### src/rtl/vga_arb_pkg.sv
`timescale 1ns/1ps
`default_nettype none
// +------------------------------------------------------------------+
// | vga_arb_pkg : shared widths, requester ids and arbiter states    |
// | Rev 1.0                                                          |
// +------------------------------------------------------------------+
package vga_arb_pkg;
    localparam int X_W = 8;
    localparam int Y_W = 7;
    localparam int C_W = 3;

    localparam int REQ_PLAYER = 0;
    localparam int REQ_WALL   = 1;
    localparam int REQ_CLEAR  = 2;

    typedef enum logic [1:0] {
        IDLE  = 2'd0,
        BURST = 2'd1,
        GAP   = 2'd2
    } arb_state_t;
endpackage
`default_nettype wire

### src/rtl/vga_arbiter_rr_select.sv
`timescale 1ns/1ps
`default_nettype none
// +------------------------------------------------------------------+
// | rr_select : combinational round-robin picker, search from ptr up |
// | Rev 1.0                                                          |
// +------------------------------------------------------------------+
module rr_select #(
    parameter int N  = 3,
    parameter int IW = (N > 1) ? $clog2(N) : 1
) (
    input  logic [N-1:0]  i_req,
    input  logic [IW-1:0] i_ptr,
    output logic [N-1:0]  o_onehot,
    output logic [IW-1:0] o_index
);
    logic [IW-1:0] w_k;

    // Walk offsets from farthest to nearest so the closest requester to ptr wins.
    always_comb begin
        o_onehot = '0;
        o_index  = '0;
        w_k      = '0;
        for (int i = N - 1; i >= 0; i--) begin
            w_k = IW'((int'(i_ptr) + i) % N);
            if (i_req[w_k]) begin
                o_onehot      = '0;
                o_onehot[w_k] = 1'b1;
                o_index       = w_k;
            end
        end
    end
endmodule
`default_nettype wire

### src/rtl/vga_arbiter.sv
`timescale 1ns/1ps
`default_nettype none
// +------------------------------------------------------------------+
// | vga_arbiter : round-robin burst arbiter for the VGA plot port    |
// | Rev 1.0                                                          |
// +------------------------------------------------------------------+
module vga_arbiter
    import vga_arb_pkg::*;
#(
    parameter int N         = 3,
    parameter int MAX_BURST = 16
) (
    input  logic             clk,
    input  logic             resetn,
    input  logic             busy,
    input  logic [N-1:0]     req,
    input  logic [N-1:0]     valid,
    input  logic [N-1:0]     last,
    input  logic [X_W*N-1:0] x_in,
    input  logic [Y_W*N-1:0] y_in,
    input  logic [C_W*N-1:0] color_in,
    output logic [N-1:0]     ack,
    output logic [N-1:0]     grant,
    output logic             plot,
    output logic [X_W-1:0]   x_out,
    output logic [Y_W-1:0]   y_out,
    output logic [C_W-1:0]   color_out,
    output logic             active
);
    localparam int IW = (N > 1) ? $clog2(N) : 1;
    localparam int CW = $clog2(MAX_BURST + 1);

    arb_state_t     r_state;
    logic [N-1:0]   r_grant;
    logic [IW-1:0]  r_owner;
    logic [IW-1:0]  r_ptr;
    logic [CW-1:0]  r_cnt;
    logic           r_plot;
    logic [X_W-1:0] r_x;
    logic [Y_W-1:0] r_y;
    logic [C_W-1:0] r_color;

    logic [N-1:0]   w_sel_onehot;
    logic [IW-1:0]  w_sel_index;
    logic           w_accept;
    logic           w_last;
    logic           w_own_req;
    logic [CW-1:0]  w_cnt_nxt;
    logic [IW-1:0]  w_ptr_nxt;
    logic [X_W-1:0] w_x;
    logic [Y_W-1:0] w_y;
    logic [C_W-1:0] w_color;

    rr_select #(
        .N  (N),
        .IW (IW)
    ) u_rr_select (
        .i_req    (req),
        .i_ptr    (r_ptr),
        .o_onehot (w_sel_onehot),
        .o_index  (w_sel_index)
    );

    // The one-hot grant doubles as the owner mask, so no decoder is needed on the accept path.
    assign w_own_req = |(r_grant & req);
    assign w_accept  = (r_state == BURST) && (|(r_grant & req & valid)) && !busy;
    assign w_last    = |(r_grant & last);
    assign w_cnt_nxt = r_cnt + CW'(1);
    assign w_ptr_nxt = (r_owner == IW'(N - 1)) ? '0 : r_owner + IW'(1);
    assign ack       = w_accept ? r_grant : '0;

    always_comb begin
        w_x     = '0;
        w_y     = '0;
        w_color = '0;
        for (int i = 0; i < N; i++) begin
            if (r_grant[i]) begin
                w_x     = x_in[i*X_W +: X_W];
                w_y     = y_in[i*Y_W +: Y_W];
                w_color = color_in[i*C_W +: C_W];
            end
        end
    end

    always_ff @(posedge clk or negedge resetn) begin
        if (!resetn) begin
            r_state <= IDLE;
            r_grant <= '0;
            r_owner <= '0;
            r_ptr   <= '0;
            r_cnt   <= '0;
            r_plot  <= 1'b0;
            r_x     <= '0;
            r_y     <= '0;
            r_color <= '0;
        end else begin
            unique case (r_state)
                IDLE: begin
                    r_plot <= 1'b0;
                    if (|req) begin
                        r_grant <= w_sel_onehot;
                        r_owner <= w_sel_index;
                        r_cnt   <= '0;
                        r_state <= BURST;
                    end
                end
                BURST: begin
                    if (w_accept) begin
                        r_plot  <= 1'b1;
                        r_x     <= w_x;
                        r_y     <= w_y;
                        r_color <= w_color;
                        r_cnt   <= w_cnt_nxt;
                        // Forced release at MAX_BURST keeps a stuck engine from starving others.
                        if (w_last || (w_cnt_nxt == CW'(MAX_BURST))) begin
                            r_state <= GAP;
                        end
                    end else begin
                        r_plot <= 1'b0;
                        if (!w_own_req) begin
                            r_state <= GAP;
                        end
                    end
                end
                GAP: begin
                    r_grant <= '0;
                    r_plot  <= 1'b0;
                    r_ptr   <= w_ptr_nxt;
                    r_state <= IDLE;
                end
                default: begin
                    r_grant <= '0;
                    r_plot  <= 1'b0;
                    r_state <= IDLE;
                end
            endcase
        end
    end

    assign grant     = r_grant;
    assign plot      = r_plot;
    assign x_out     = r_x;
    assign y_out     = r_y;
    assign color_out = r_color;
    assign active    = (r_state != IDLE);
endmodule
`default_nettype wire
### config.mk
export PLATFORM = sky130hd
export DESIGN_NAME = vga_arbiter
export DESIGN_NICKNAME = d
export VERILOG_FILES = /design/src/rtl/vga_arb_pkg.sv /design/src/rtl/vga_arbiter_rr_select.sv /design/src/rtl/vga_arbiter.sv
export SDC_FILE = /design/constraint.sdc
export NUM_CORES = 1
export LEC_CHECK = 0
export CORE_MARGIN = 2
export CORE_UTILIZATION = 38
export DETAILED_ROUTE_END_ITERATION = 10
export PLACE_DENSITY = 0.74
export SKIP_CTS_REPAIR_TIMING = 1
export SYNTH_ARGS = -nofsm -noshare
export SYNTH_HDL_FRONTEND = slang
export SYNTH_HIERARCHICAL = 1
export SYNTH_SLANG_ARGS = --single-unit
### constraint.sdc
create_clock -name clk -period 1.97 [get_ports clk]
set_clock_uncertainty 0.2 [all_clocks]
set_input_delay 0.394 -clock clk [delete_from_list [all_inputs] [get_ports clk]]
set_output_delay 0.394 -clock clk [all_outputs]
set_load 0.05 [all_outputs]
* Word level (Yosys, flattened, before mapping) *
Index checks and enable logic that the tools add are counted.

cells by class
  div/mod/pow operators = 3
  bitwise logic cells = 4
  magnitude comparators = 6
  muxes and demuxes = 41
  $add $sub $neg = 4
  equality and inequality tests = 8
  reductions and logical operators = 19

operator list
  operator                                                 count
  remainder unit 32 x 3 -> 32 bit (second input constant)  2
  remainder unit 3 x 3 -> 32 bit (second input constant)   1
  2-to-1 mux 3 bit                                         8
  2-to-1 mux 8 bit                                         3
  2-to-1 mux 7 bit                                         3
  2-to-1 mux 2 bit                                         8
  OR reduction 3 bit                                       4
  2-to-1 mux 5 bit                                         2
  case mux 5 bit (2 select lines)                          1
  AND 3 bit                                                3
  < comparator 2 x 3 -> 1 bit (second input constant)      3
  2-to-1 mux 1 bit                                         8
  binary-select mux 1 bit (select 2 bit)                   3
  demux 1 bit (select 2 bit)                               3
  >= comparator 2 x 1 -> 1 bit (second input constant)     3
  case mux 3 bit (2 select lines)                          1
  AND reduction 2 bit                                      3
  AND reduction 3 bit                                      2
  adder 5 x 1 -> 5 bit (second input constant)             1
  == test 5 bit (second input constant)                    1
  logical AND 1 bit                                        5
  == test 2 bit (second input constant)                    2
  inequality test 2 bit (second input constant)            2
  case mux 2 bit (2 select lines)                          1
  11 further kinds                                         12

word-level totals
  logic and storage cells = 94
  bits in registers = 33
  output and inout bits = 26
  input port bits = 66

* Depth between registers and ports, before layout *
  word-level depth = 11
  depth in mapped cells = 9
  depth with buffers taken out = 8

* Modules after synthesis *
The synthesis kept the hierarchy.

by module, submodules not included
  module       area an instance (µm²)  times used  cells each  sequential area each (µm²)
  vga_arbiter  1762.9                  1           184         825.8
  rr_select    356.6                   1           50          0.0

* Worst setup path before layout *
No wires, ideal clock.

  path type = register to output
  start = register r_grant[1], in the netlist grant[1]
  end = output ack[0]
  path buffers = 2
  cell stages (with the launch flop) = 7
  required time = 1.376 ns
  arrival = 1.797 ns
  slack = -0.421 ns
  cell sequence = dfrtp_1 buf_4 nand4b_1 a31o_1 buf_6 inv_2 and2_1

between the ends
  cells in the longest elaborated chain, start to end = 6

ends and longest elaborated chain
  what                            RTL line            source
  start: declaration              vga_arbiter.sv:34   logic [N-1:0] r_grant;
  start signal: assignment        vga_arbiter.sv:101  r_grant <= w_sel_onehot;
  AND 3 bit (2 in a row)          vga_arbiter.sv:66   assign w_accept = (r_state == BURST) && (|(r_grant & req & valid)) && !busy;
  OR reduction 3 bit              vga_arbiter.sv:66
  logical AND 1 bit (2 in a row)  vga_arbiter.sv:66
  2-to-1 mux 3 bit                vga_arbiter.sv:70   assign ack = w_accept ? r_grant : '0;
  end: declaration                vga_arbiter.sv:22   output logic [N-1:0] ack,

No other way between the ends.

* Worst setup path after layout *
Same ends and word-level chain as after synthesis.

==> out/metrics.cfg <==
[placement]
port_buffers = 91
dp_hpwl_um = 4870
routabilityCongestion = 0.866
dp_slack_ns = -0.363
dpl.cell_count = 403

[synth]
synthCells = 234
synth_nets = 305
synth_edf_count = 0
synth.area.top_cells = dfrtp_1, a221oi_1, o31ai_1, nor2b_1, nand2_1
netlist.top_cell.by_area = dfrtp_1
yosysWarnings = 6
synth.ff_latch_count = 33
synth_top_area_share_pct = 39.0
synth_ff_type = dfrtp_1
netlist_area_um2 = 2120
avgSynthCellArea_um2 = 9.06
async_flop_share_pct = 100
ys_seq_area_share_pct = 39.0
ys_types = 45

[critical_path]
crit_path_top_delay_cell = dfrtp_2
cp-start-kind = flop
critPathMaxFanout = 4
worstPathArrival_ns = 1.57
crit_type = reg2out
critical_path.max_stage_delay_ns = 0.39
crit_required_ns = 1.38
crit_chain = buf_6 > nand4b_1 > a31o_4 > inv_4 > and2_4 > buf_8
end_kind = primary output

[clocking]
htreeDepth = 2
cts_tree = built
clockRootBuffer = clkbuf_8
clk_latency_ns = 0.28
clk_pin_slew_worst_paths_ns = 0.06
cts_sinks = 33
cts_made_buffers = 5
max-clock-path-buffers = 2

[global_routing]
antenna_found_initial = 0
grt_usage_pct = 20.3
met3_usage_pct = 4.83
grt_pass1_vias = 2074
grt_util_met1_pct = 25.6
grt_remaining_overflow = 0
busiest_layer = met2
grt_max_degree = 34
grtUsageMet2_pct = 35.1
grt_pass1_wl_um = 9940

[floorplan]
rows = 27
fp.dieH_um = 78.7
die_w_um = 78.7
io_pins = 92
core_area_um2 = 5440
initial_core_util_pct = 39.0
die_area_um2 = 6190

[sta]
hold_violations = 0
setup-violations-final = 3
worstMarginPinSlew_ns = 0.774
worst_slack_ns = -0.195
slew_violations = 0
period_share_pct = 110
rsz0062_at_grt = true
max_freq_mhz = 462
relSlewSlack_pct = 48.2
period_minus_slack_ns = 2.17

[cells_and_area]
diodes = 0
layout_commonest_cell = clkdlybuf4s50_1
mostFrequentLayoutCells = clkdlybuf4s50_1, buf_4, nand2_1
multi_input_area_um2 = 1190
seqCellArea_um2 = 831
fillers = 458
instances_no_fill = 413
syn2layout_area_growth_pct = 59.7
final_nets = 411
drive_above_1_share_pct = 23.2

[flow_run]
cap_violations = 0

[outcome]
status = finished with violations
violations = setup timing

[drt]
viasPerCell = 5.37
drc_errors = 0
post_drt_wl_per_cell_um = 15.3
drtAntennaViolNets = 0
dr.pass1.iters = 4
routed_wirelength_um = 6310
drt_iter0_markers = 125
vias = 2219

[power]
peakVddDrop_v = 0.000735
powerDensity_nw_per_um2 = 1370
p_leak_nw = 1.51
total_power_mw = 4.62

[min_path]
min_path_type = reg2reg

cell type report:
type	count	share of cell area (%)
Multi-Input combinational cell	177	35.3
Timing Repair Buffer	118	33.4
Sequential cell	33	24.5
Tap cell	72	2.66
Clock buffer	7	2.55
Clock inverter	1	0.887
Inverter	5	0.702
critical path: cells and delay by family (launching register included):
| family | cells | cell delay [ns] |
|---|---|---|
| simple gates | 2 | 0.28 |
| compound gates | 1 | 0.30 |
| buf+inv | 3 | 0.32 |
| flops | 1 | 0.39 |
kinds of logic after synthesis:
group	after synthesis	synth area share, %
compound gates	75	25.9
simple gates	93	23.0
mux	3	1.59
fa+ha+maj	5	2.95
flops	33	39.0
buf+inv	24	7.20
xor+xnor	1	0.413
synth_stat cells, drive strengths merged, types with 3 or more instances:
cell	instances
a21oi	10
clkbuf	8
o22ai	3
buf	11
dfrtp	33
inv	5
o21ai	11
a221oi	17
nor3b	3
and2	3
nand2b	3
a22o	3
o31ai	18
nor2b	21
ha	5
nand2	33
mux2i	3
nand4b	3
nor2	9
nand3	9
through the flow:
stage	instance area (um2)	utilization [%]	hold slack, ns	setup TNS (ns)
after floorplan	2140	-	-0.102	0
after global placement	3160	58.2	0.261	-5.85
after detailed placement	3160	58.2	0.268	-6.70
after CTS	3280	60.3	0.283	-5.35
after global routing	3380	62.2	0.302	-0.719
final	3380	62.2	0.279	-0.571
per-layer routing:
| metal | part of all wire (%) | wire length [um] |
|---|---|---|
| met1 | 41 | 2590 |
| met2 | 53 | 3350 |
| met3 | 5.0 | 317 |
| met4 | 0.89 | 56 |
| met5 | 0 | 0 |
final timing paths:
| path | end | slack (ns) | startpoint | cells past startpoint |
|---|---|---|---|---|
| max reg2reg | grant[1] | 0.07 | r_ptr[1] | 7 |
| max | ack[0] | -0.20 | grant[1] | 6 |
| max in group asynchronous | grant[1] | 0.94 | resetn | 2 |
| min in group asynchronous | x_out[7] | 0.30 | resetn | 2 |
| min | x_out[1] | 0.28 | x_out[1] | 2 |
| min reg2reg | x_out[1] | 0.28 | x_out[1] | 2 |
flip-flops by register name, indices dropped and copies added, names as in the netlist:
name	cells
x_out	8
y_out	7
r_cnt	5
color_out	3
grant	3
r_owner	2
r_ptr	2
r_state	2
plot	1
report_power, final:
part | leakage (nW) | internal [mW] | switching (mW)
Sequential | 0.431 | 0.924 | 0.178
Clock | 0.0585 | 0.412 | 0.237
Combinational | 1.02 | 1.20 | 1.67
Total | 1.51 | 2.54 | 2.09
(Power assumes the default switching activity.)
